--- src/rtl/osc_wave_engine.sv ---
// Time-multiplexed oscillator output stage: phase offset/modulation, then sine/saw/square/triangle.
// Build option: define OSC_PWM_EN for a per-oscillator pulse-width register (otherwise 50% square).
module osc_wave_engine #(
  parameter int unsigned VOICES    = 8,
  parameter int unsigned V_OSC     = 4,
  parameter int unsigned V_WIDTH   = 3,
  parameter int unsigned O_WIDTH   = 2,
  parameter int unsigned PH_WIDTH  = 11,
  parameter int unsigned OUT_WIDTH = 17
) (
  input  logic                 sCLK_XVXOSC,
  input  logic                 iRST_N,
  input  logic                 osc_sel,
  input  logic [6:0]           reg_adr,
  input  logic                 reg_wr,
  input  logic [7:0]           reg_wdata,
  input  logic                 reg_rd,
  output logic [7:0]           reg_rdata,
  output logic                 rd_valid,
  input  logic                 in_valid,
  input  logic [V_WIDTH-1:0]   in_vx,
  input  logic [O_WIDTH-1:0]   in_ox,
  input  logic [PH_WIDTH-1:0]  phase_acc,
  input  logic [PH_WIDTH-1:0]  modulation,
  output logic                 out_valid,
  output logic [V_WIDTH-1:0]   out_vx,
  output logic [O_WIDTH-1:0]   out_ox,
  output logic [OUT_WIDTH-1:0] wave_out
);

  localparam int unsigned OFF_SH = PH_WIDTH - 8;
  localparam int unsigned SAW_SH = OUT_WIDTH - PH_WIDTH;
  localparam int unsigned TRI_SH = OUT_WIDTH - PH_WIDTH + 1;
  localparam int unsigned SIN_SH = OUT_WIDTH - 17;
  localparam logic [PH_WIDTH-1:0] PH_HALF    = PH_WIDTH'(1) << (PH_WIDTH - 1);
  localparam logic [PH_WIDTH-1:0] PH_QUARTER = PH_WIDTH'(1) << (PH_WIDTH - 2);
  localparam logic signed [OUT_WIDTH-1:0] POS_M = {1'b0, {(OUT_WIDTH-1){1'b1}}};
  localparam logic signed [OUT_WIDTH-1:0] NEG_M = {1'b1, {(OUT_WIDTH-2){1'b0}}, 1'b1};

  if (PH_WIDTH < 11 || OUT_WIDTH < 17 || OUT_WIDTH < PH_WIDTH || V_OSC > 8 ||
      (1 << V_WIDTH) < VOICES || (1 << O_WIDTH) < V_OSC) begin : g_param_check
    $error("osc_wave_engine: unsupported parameter combination");
  end

  // Centred sine table: parabolic half-wave per half period, full scale +/-65535.
  function automatic logic signed [16:0] sine_lookup(input logic [10:0] adr);
    logic [10:0] p;
    logic [10:0] pc;
    logic [20:0] q;
    logic [34:0] prod;
    logic [16:0] mag;
    p    = {1'b0, adr[9:0]};
    pc   = 11'd1024 - p;
    q    = 21'(p) * 21'(pc);
    prod = 35'(q) * 35'(65535);
    mag  = 17'(prod >> 18);
    sine_lookup = adr[10] ? -$signed(mag) : $signed(mag);
  endfunction

  // Patch registers
  logic [7:0] off_q [V_OSC];
  logic [1:0] ws_q  [V_OSC];
`ifdef OSC_PWM_EN
  logic [7:0] pw_q  [V_OSC];
`endif
  logic [7:0] rdata_q;
  logic       rd_valid_q;
  logic [7:0] rd_mux;
  logic [2:0] adr_osc;
  logic [3:0] adr_lo;

  assign adr_osc = reg_adr[6:4];
  assign adr_lo  = reg_adr[3:0];

  always_comb begin
    rd_mux = 8'h00;
    for (int i = 0; i < int'(V_OSC); i++) begin
      if (adr_osc == 3'(i)) begin
        case (adr_lo)
          4'd6: rd_mux = off_q[i];
          4'd7: rd_mux = {6'b0, ws_q[i]};
`ifdef OSC_PWM_EN
          4'd8: rd_mux = pw_q[i];
`endif
          default: rd_mux = 8'h00;
        endcase
      end
    end
  end

  always_ff @(posedge sCLK_XVXOSC or negedge iRST_N) begin
    if (!iRST_N) begin
      for (int i = 0; i < int'(V_OSC); i++) begin
        off_q[i] <= 8'h00;
        ws_q[i]  <= 2'd0;
`ifdef OSC_PWM_EN
        pw_q[i]  <= 8'h80;
`endif
      end
    end else if (reg_wr && osc_sel) begin
      for (int i = 0; i < int'(V_OSC); i++) begin
        if (adr_osc == 3'(i)) begin
          if (adr_lo == 4'd6) off_q[i] <= reg_wdata;
          if (adr_lo == 4'd7) ws_q[i]  <= reg_wdata[1:0];
`ifdef OSC_PWM_EN
          if (adr_lo == 4'd8) pw_q[i]  <= reg_wdata;
`endif
        end
      end
    end
  end

  // Read port samples the pre-write value, so a same-cycle write is not visible
  always_ff @(posedge sCLK_XVXOSC or negedge iRST_N) begin
    if (!iRST_N) begin
      rdata_q    <= 8'h00;
      rd_valid_q <= 1'b0;
    end else begin
      rd_valid_q <= reg_rd && osc_sel;
      if (reg_rd && osc_sel) rdata_q <= rd_mux;
    end
  end

  assign reg_rdata = rdata_q;
  assign rd_valid  = rd_valid_q;

  // Stage 1: capture slot and fetch its patch settings
  logic [7:0]          fetch_off;
  logic [1:0]          fetch_ws;
  logic                s1_v_q;
  logic [V_WIDTH-1:0]  s1_vx_q;
  logic [O_WIDTH-1:0]  s1_ox_q;
  logic [PH_WIDTH-1:0] s1_ph_q;
  logic [PH_WIDTH-1:0] s1_mod_q;
  logic [7:0]          s1_off_q;
  logic [1:0]          s1_ws_q;
`ifdef OSC_PWM_EN
  logic [7:0]          fetch_pw;
  logic [7:0]          s1_pw_q;
  logic [7:0]          s2_pw_q;
`endif

  always_comb begin
    fetch_off = 8'h00;
    fetch_ws  = 2'd0;
`ifdef OSC_PWM_EN
    fetch_pw  = 8'h80;
`endif
    for (int i = 0; i < int'(V_OSC); i++) begin
      if (in_ox == O_WIDTH'(i)) begin
        fetch_off = off_q[i];
        fetch_ws  = ws_q[i];
`ifdef OSC_PWM_EN
        fetch_pw  = pw_q[i];
`endif
      end
    end
  end

  always_ff @(posedge sCLK_XVXOSC or negedge iRST_N) begin
    if (!iRST_N) begin
      s1_v_q   <= 1'b0;
      s1_vx_q  <= '0;
      s1_ox_q  <= '0;
      s1_ph_q  <= '0;
      s1_mod_q <= '0;
      s1_off_q <= 8'h00;
      s1_ws_q  <= 2'd0;
`ifdef OSC_PWM_EN
      s1_pw_q  <= 8'h80;
`endif
    end else begin
      s1_v_q <= in_valid;
      if (in_valid) begin
        s1_vx_q  <= in_vx;
        s1_ox_q  <= in_ox;
        s1_ph_q  <= phase_acc;
        s1_mod_q <= modulation;
        s1_off_q <= fetch_off;
        s1_ws_q  <= fetch_ws;
`ifdef OSC_PWM_EN
        s1_pw_q  <= fetch_pw;
`endif
      end
    end
  end

  // Stage 2: effective phase, wrapping modulo 2^PH_WIDTH
  logic [PH_WIDTH-1:0] off_ext;
  logic [PH_WIDTH-1:0] s2_u_d;
  logic                s2_v_q;
  logic [V_WIDTH-1:0]  s2_vx_q;
  logic [O_WIDTH-1:0]  s2_ox_q;
  logic [PH_WIDTH-1:0] s2_u_q;
  logic [1:0]          s2_ws_q;

  assign off_ext = {{(PH_WIDTH-8){s1_off_q[7]}}, s1_off_q};
  assign s2_u_d  = s1_ph_q + s1_mod_q + (off_ext << OFF_SH);

  always_ff @(posedge sCLK_XVXOSC or negedge iRST_N) begin
    if (!iRST_N) begin
      s2_v_q  <= 1'b0;
      s2_vx_q <= '0;
      s2_ox_q <= '0;
      s2_u_q  <= '0;
      s2_ws_q <= 2'd0;
`ifdef OSC_PWM_EN
      s2_pw_q <= 8'h80;
`endif
    end else begin
      s2_v_q <= s1_v_q;
      if (s1_v_q) begin
        s2_vx_q <= s1_vx_q;
        s2_ox_q <= s1_ox_q;
        s2_u_q  <= s2_u_d;
        s2_ws_q <= s1_ws_q;
`ifdef OSC_PWM_EN
        s2_pw_q <= s1_pw_q;
`endif
      end
    end
  end

  // Stage 3: waveform generation
  logic [PH_WIDTH-1:0]         thr;
  logic [PH_WIDTH-1:0]         fold;
  logic signed [PH_WIDTH-1:0]  saw_c;
  logic signed [PH_WIDTH-1:0]  tri_c;
  logic signed [16:0]          sin_c;
  logic signed [OUT_WIDTH-1:0] wave_d;
  logic                        out_v_q;
  logic [V_WIDTH-1:0]          out_vx_q;
  logic [O_WIDTH-1:0]          out_ox_q;
  logic [OUT_WIDTH-1:0]        wave_q;

  always_comb begin
`ifdef OSC_PWM_EN
    thr = {s2_pw_q, {(PH_WIDTH-8){1'b0}}};
`else
    thr = PH_HALF;
`endif
    saw_c = $signed({~s2_u_q[PH_WIDTH-1], s2_u_q[PH_WIDTH-2:0]});
    fold  = s2_u_q[PH_WIDTH-1] ? ~s2_u_q : s2_u_q;
    tri_c = $signed(fold - PH_QUARTER);
    sin_c = sine_lookup(s2_u_q[PH_WIDTH-1 -: 11]);
    wave_d = '0;
    case (s2_ws_q)
      2'd0: wave_d = OUT_WIDTH'(sin_c) <<< SIN_SH;
      2'd1: wave_d = OUT_WIDTH'(saw_c) <<< SAW_SH;
      2'd2: wave_d = (s2_u_q < thr) ? POS_M : NEG_M;
      2'd3: wave_d = OUT_WIDTH'(tri_c) <<< TRI_SH;
      default: wave_d = '0;
    endcase
  end

  always_ff @(posedge sCLK_XVXOSC or negedge iRST_N) begin
    if (!iRST_N) begin
      out_v_q  <= 1'b0;
      out_vx_q <= '0;
      out_ox_q <= '0;
      wave_q   <= '0;
    end else begin
      out_v_q <= s2_v_q;
      if (s2_v_q) begin
        out_vx_q <= s2_vx_q;
        out_ox_q <= s2_ox_q;
        wave_q   <= wave_d;
      end
    end
  end

  assign out_valid = out_v_q;
  assign out_vx    = out_vx_q;
  assign out_ox    = out_ox_q;
  assign wave_out  = wave_q;

endmodule
--- config.mk ---
export PLATFORM = sky130hd
export DESIGN_NAME = osc_wave_engine
export DESIGN_NICKNAME = d
export VERILOG_FILES = /design/src/rtl/osc_wave_engine.sv
export SDC_FILE = /design/constraint.sdc
export NUM_CORES = 1
export LEC_CHECK = 0
export ABC_AREA = 1
export BUFFER_PORTS_ARGS = -buffer_cell sky130_fd_sc_hd__buf_2
export CORE_MARGIN = 8
export CORE_UTILIZATION = 58
export CTS_CLUSTER_SIZE = 20
export DETAILED_ROUTE_END_ITERATION = 7
export GPL_ROUTABILITY_DRIVEN = 0
export PLACE_DENSITY = 0.79
export REMOVE_ABC_BUFFERS = 1
export SLEW_MARGIN = 20
export SYNTH_ARGS = -nofsm -noshare
export SYNTH_HDL_FRONTEND = slang
export SYNTH_SLANG_ARGS = --single-unit
--- constraint.sdc ---
create_clock -name sCLK_XVXOSC -period 12 [get_ports sCLK_XVXOSC]
set_clock_uncertainty 0.05 [all_clocks]
set_input_delay 1.8 -clock sCLK_XVXOSC [delete_from_list [all_inputs] [get_ports sCLK_XVXOSC]]
set_output_delay 1.8 -clock sCLK_XVXOSC [all_outputs]
set_load 0.03 [all_outputs]
# Word-level counts from Yosys, hierarchy flattened

Index checks and enable logic that the tools add are counted.

Logic and storage cells: 80
Output and inout bits: 32
Register bits after elaboration: 129

Equality and inequality tests: 11
Reductions and logical operators: 13
Mux-type cells: 20
Magnitude comparators: 1
Multiply operators: 2
Add/subtract/negate cells: 5
Bitwise logic cells: 2

Operators with widths:

| cell                                                                  | number |
|---|---|
| 17-bit one-hot mux with 4 select lines                                | 1 |
| 8-bit 2-to-1 mux                                                      | 8 |
| 8-bit one-hot mux with 2 select lines                                 | 4 |
| 21-bit by 16-bit multiplier with 35-bit output, second input constant | 1 |
| 17-bit 2-to-1 mux                                                     | 2 |
| 3-bit AND reduction                                                   | 8 |
| 11-bit adder                                                          | 2 |
| 10-bit by 11-bit multiplier with 21-bit output                        | 1 |
| 17-bit negator                                                        | 1 |
| 11-bit less-than comparator, second input constant                    | 1 |
| 11-bit by 10-bit subtractor with 11-bit output, first input constant  | 1 |
| 10-bit 2-to-1 mux                                                     | 1 |
| 10-bit NOT                                                            | 1 |
| 10-bit subtractor, second input constant                              | 1 |
| 2-bit == test, second input constant                                  | 4 |
| 4-bit by 3-bit == test with 1-bit output, second input constant       | 2 |
| 2-bit 2-to-1 mux                                                      | 4 |
| 3-bit by 2-bit == test with 1-bit output, second input constant       | 2 |
| 2-bit by 1-bit == test with 1-bit output, second input constant       | 2 |
| 2-bit zero test                                                       | 2 |
| 3-bit by 1-bit == test with 1-bit output, second input constant       | 1 |
| 3-bit zero test                                                       | 1 |
| 1-bit logical AND                                                     | 2 |
| 1-bit NOT                                                             | 1 |

# Logic depth before layout (Yosys ltp)

Depth after elaboration: 6
Depth in mapped cells: 65
Mapped depth without buffers: 64

# Least setup slack after synthesis

No wires, ideal clock.

Path type: reg-to-reg
Start: register s2_u_q[0]
End: register wave_q[14], in the netlist wave_out[14]
Path slack: 0.692 ns
Data required time: 11.877 ns
Arrival time: 11.185 ns
Clock period less this slack: 11.308 ns
Cell stages (with the launch flop): 57
Cell sequence: dfrtp_1 > clkbuf_1 > clkinv_1 > ha_1 > nand3_1 > nor2_1 > ha_1 > inv_1 > nand2_1 > fa_1 > inv_1 > fa_1 > inv_1 > fa_1 > inv_1 > fa_1 > inv_1 > fa_1 > [... 21 more ...] > nor2_1 > nand2_1 > nand2_1 > nand2_1 > nand2_1 > xor2_1 > inv_1 > ha_1 > nand3_1 > nor2_2 > nand2_1 > nand2_2 > and2_4 > nand2_2 > nor2_1 > nor2_1 > nand2_1 > a21oi_2

Word-level cells in the longest chain between the ends: 6
Elaborated cells between the ends (all ways): 11
Those cells by class: add/sub: 3; mul: 2; order compare: 1; mux: 4; bitwise: 1

RTL lines:

| what                                           | RTL line | RTL |
|---|---|---|
| from (decl)                                    | 194      | `logic [PH_WIDTH-1:0] s2_u_q;` |
| from (signal assigned)                         | 215      | `s2_u_q <= s2_u_d;` |
| 11-bit by 10-bit subtractor with 11-bit output | 53       | `pc = 11'd1024 - p;` |
| 10-bit by 11-bit multiplier with 21-bit output | 54       | `q = 21'(p) * 21'(pc);` |
| 21-bit by 16-bit multiplier with 35-bit output | 55       | `prod = 35'(q) * 35'(65535);` |
| 17-bit negator                                 | 57       | `sine_lookup = adr[10] ? -$signed(mag) : $signed(mag);` |
| 17-bit 2-to-1 mux                              | 57       |  |
| 17-bit one-hot mux with 4 select lines *       | 247      | `case (s2_ws_q)` |
| to (signal assigned)                           | 267      | `wave_q <= wave_d;` |
| to (decl)                                      | 234      | `logic [OUT_WIDTH-1:0] wave_q;` |

Mark *: on every way between the ends. The rest lies on a longest branch, timed or not.
A chain may end at the register's enable or synchronous reset.

# Worst setup path in the final report

Start: register s2_u_q[2]
End: register wave_q[13], in the netlist wave_out[13]

The elaborated chain is that of the path after synthesis.

==> flow_metrics.py <==
metrics = {
    "sta": {
        "max_freq_mhz": 86.4,
        "min_period_ns": 11.57,
        "hold_viol": 0,
        "fin_hold_ws_ns": 0.425,
        "setup_violations": 0,
        "fin_crit_sh_pct": 96.4,
        "drv_slew": 0,
        "tightest_slew_ns": 0.935,
        "rsz0062_at_grt": "yes",
        "max_slew_margin_pct": 37.7,
    },
    "clock_tree": {
        "numCtsBuffers": 17,
        "cts-root-buf": "clkbuf_16",
        "cts_buffer_depth": 2,
        "worstSkewPairLatency_ns": 0.43,
        "clkTransAtPathRegs_ns": 0.07,
        "htree_levels": 4,
        "cts.sinks": 129,
        "cts_tree": "built",
        "cts_hold_buf": 0,
    },
    "global_route": {
        "grtUsageTotal_pct": 26.0,
        "grt-ovfl-total": 0,
        "antenna_found_initial": 0,
        "grt_pass1_wl_um": 76700,
        "grt_pass1_vias": 15600,
        "grt_max_degree": 81,
    },
    "synthesis": {
        "async_flop_share_pct": 100,
        "syn_inst": 2313,
        "synth_cell_types": 55,
        "synth-seq-cells": 129,
        "synthTopCellsByArea": "fa_1 26%, dfrtp_1 18%, nand2_1 12%, ha_1 12%, inv_1 12%",
        "ys_seq_area_share_pct": 18.0,
        "yosys_warnings": 0,
        "yosysMostFrequentCell": "nand2_1",
        "synthFlopType": "dfrtp_1",
        "synth_edf_count": 0,
        "synth_top_cell_by_area": "fa_1",
        "syn_area_per_cell_um2": 7.75,
        "post-synth-top-area-fraction_pct": 25.7,
        "synth_common_cells": "592 x nand2_1, 555 x inv_1, 230 x fa_1",
        "syn_area_um2": 17900,
    },
    "routing": {
        "vias": 15400,
        "drc": 0,
        "first_pass_iters": 6,
        "routed-wl-met2_um": 23600,
        "top_layer_used": "met4",
        "vias_per_cell": 5.42,
        "postRouteAntennaNets": 0,
        "drt_iter0_drc": 1264,
        "wl_met1_um": 18200,
        "finalWirelength_um": 46800,
        "post_drt_wl_per_cell_um": 16.5,
        "dr_wl_met3_um": 2450,
    },
    "status": {
        "status": "finished, final reports clean",
    },
    "placed_design": {
        "placed_area_um2": 18900,
        "place_hpwl_um": 38300,
        "dp_cells": 2787,
        "portBuffers": 79,
    },
    "layout": {
        "stdcell_area_um2": 20000,
        "area_growth_pct": 11.5,
        "fillerInstances": 2458,
        "layout-drive-gt1-share_pct": 12.4,
        "diodes": 0,
        "utilization_pct": 65.5,
        "layout.nets": 2878,
        "stdcell_count": 2834,
    },
    "critical_path": {
        "required_ns": 12.30,
        "slowest_stage": "fa_1",
        "cp.arrival_ns": 11.87,
        "max_stage_delay_ns": 0.62,
        "endpoint_kind": "flip-flop",
        "worstSetupPathType": "flip-flop to flip-flop",
        "cpMostUsedCell": "inv_1",
        "cp-start-kind": "flip-flop",
        "path_max_fanout": 5,
    },
    "flow_run": {
        "drv_cap": 0,
    },
    "floorplan": {
        "initial_utilization_pct": 58.8,
        "num_io_pins": 80,
        "die_w_um": 192,
        "die_height_um": 192,
        "rows": 64,
        "dieArea_um2": 36800,
        "core_um2": 30500,
    },
    "min_path": {
        "hold_path.class": "flip-flop to flip-flop",
    },
}
layout make-up:
cell class / count / area (µm²) / share of cell area (%)
well taps: 396 / 495 / 2.48
flip-flops and latches: 129 / 3230 / 16.2
inverters: 580 / 2180 / 10.9
clock buffers: 17 / 425 / 2.13
clock inverters: 15 / 165 / 0.826
multi-input cells: 1575 / 12800 / 63.9
repair buffers: 122 / 728 / 3.64
placed cells by master, fill, tap and decap left out, types with 15 or more instances in the layout:
master,instances
nand2_1,586
inv_1,545
fa_1,224
ha_1,164
dfrtp_1,129
nor2_1,124
o21ai_0,94
a21oi_1,78
buf_2,78
nand3_1,45
buf_4,42
inv_2,27
nand2_2,23
xor2_1,20
clkbuf_16,17
nand4_1,15
nor2_2,15
what timing repair did:
action,4_1_cts,5_1_grt
gates resized for setup,0,72
setup buffers,0,14
endpoints found under the setup margin,0,16
registers in the layout, indices dropped and copies added (netlist names), 2 cells and up:
register and flops:
off_q 32, wave_out 17, s1_mod_q 11, s1_ph_q 11, s2_u_q 11, reg_rdata 8, s1_off_q 8, ws_q 8
out_vx 3, s1_vx_q 3, s2_vx_q 3, out_ox 2, s1_ox_q 2, s1_ws_q 2, s2_ox_q 2, s2_ws_q 2
worst max-delay path: cells and delay by family (launching register included):
kind	cells	cell delay (ns)
fa+ha+maj	13	6.21
simple gates	21	2.46
buf+inv	15	1.11
compound gates	4	0.71
xor+xnor	2	0.51
flops	1	0.42
path summary, 6_finish.rpt:
kind	from	end	slack, ns	cells after the start
max reg2reg	s2_u_q[2]	wave_out[13]	0.43	55
min reg2reg	out_vx[1]	out_vx[1]	0.43	2
max	s2_u_q[2]	wave_out[13]	0.43	55
min in group asynchronous	iRST_N	wave_out[4]	1.36	1
min	out_vx[1]	out_vx[1]	0.43	2
max in group asynchronous	iRST_N	off_q[6]	9.42	2
per-layer routing:
layer | up-vias | GRT usage, %
met5 | - | 0
met4 | 0 | 13.0
li1 | 7200 | -
met1 | 7366 | 30.9
met2 | 634 | 46.4
met3 | 165 | 2.32
metrics by stage:
stage / setup TNS, ns / worst slack [ns]
after floorplan: 0 / 0.558
after global placement: 0 / 0.395
after detailed placement: 0 / 0.0695
after CTS: 0 / 0.0153
after global routing: -1.03 / -0.167
final: 0 / 0.432
cells by family after synthesis:
logic type,count (synthesis),synth area share [%]
compound gates,262,8.70
fa+ha+maj,405,37.9
other cells,2,0.0419
simple gates,848,19.6
flops,129,18.0
xor+xnor,51,2.89
buf+inv,616,12.9
Power is not shown: default switching activity piles up to over one toggle a cycle in this logic, so the estimate is an artifact.
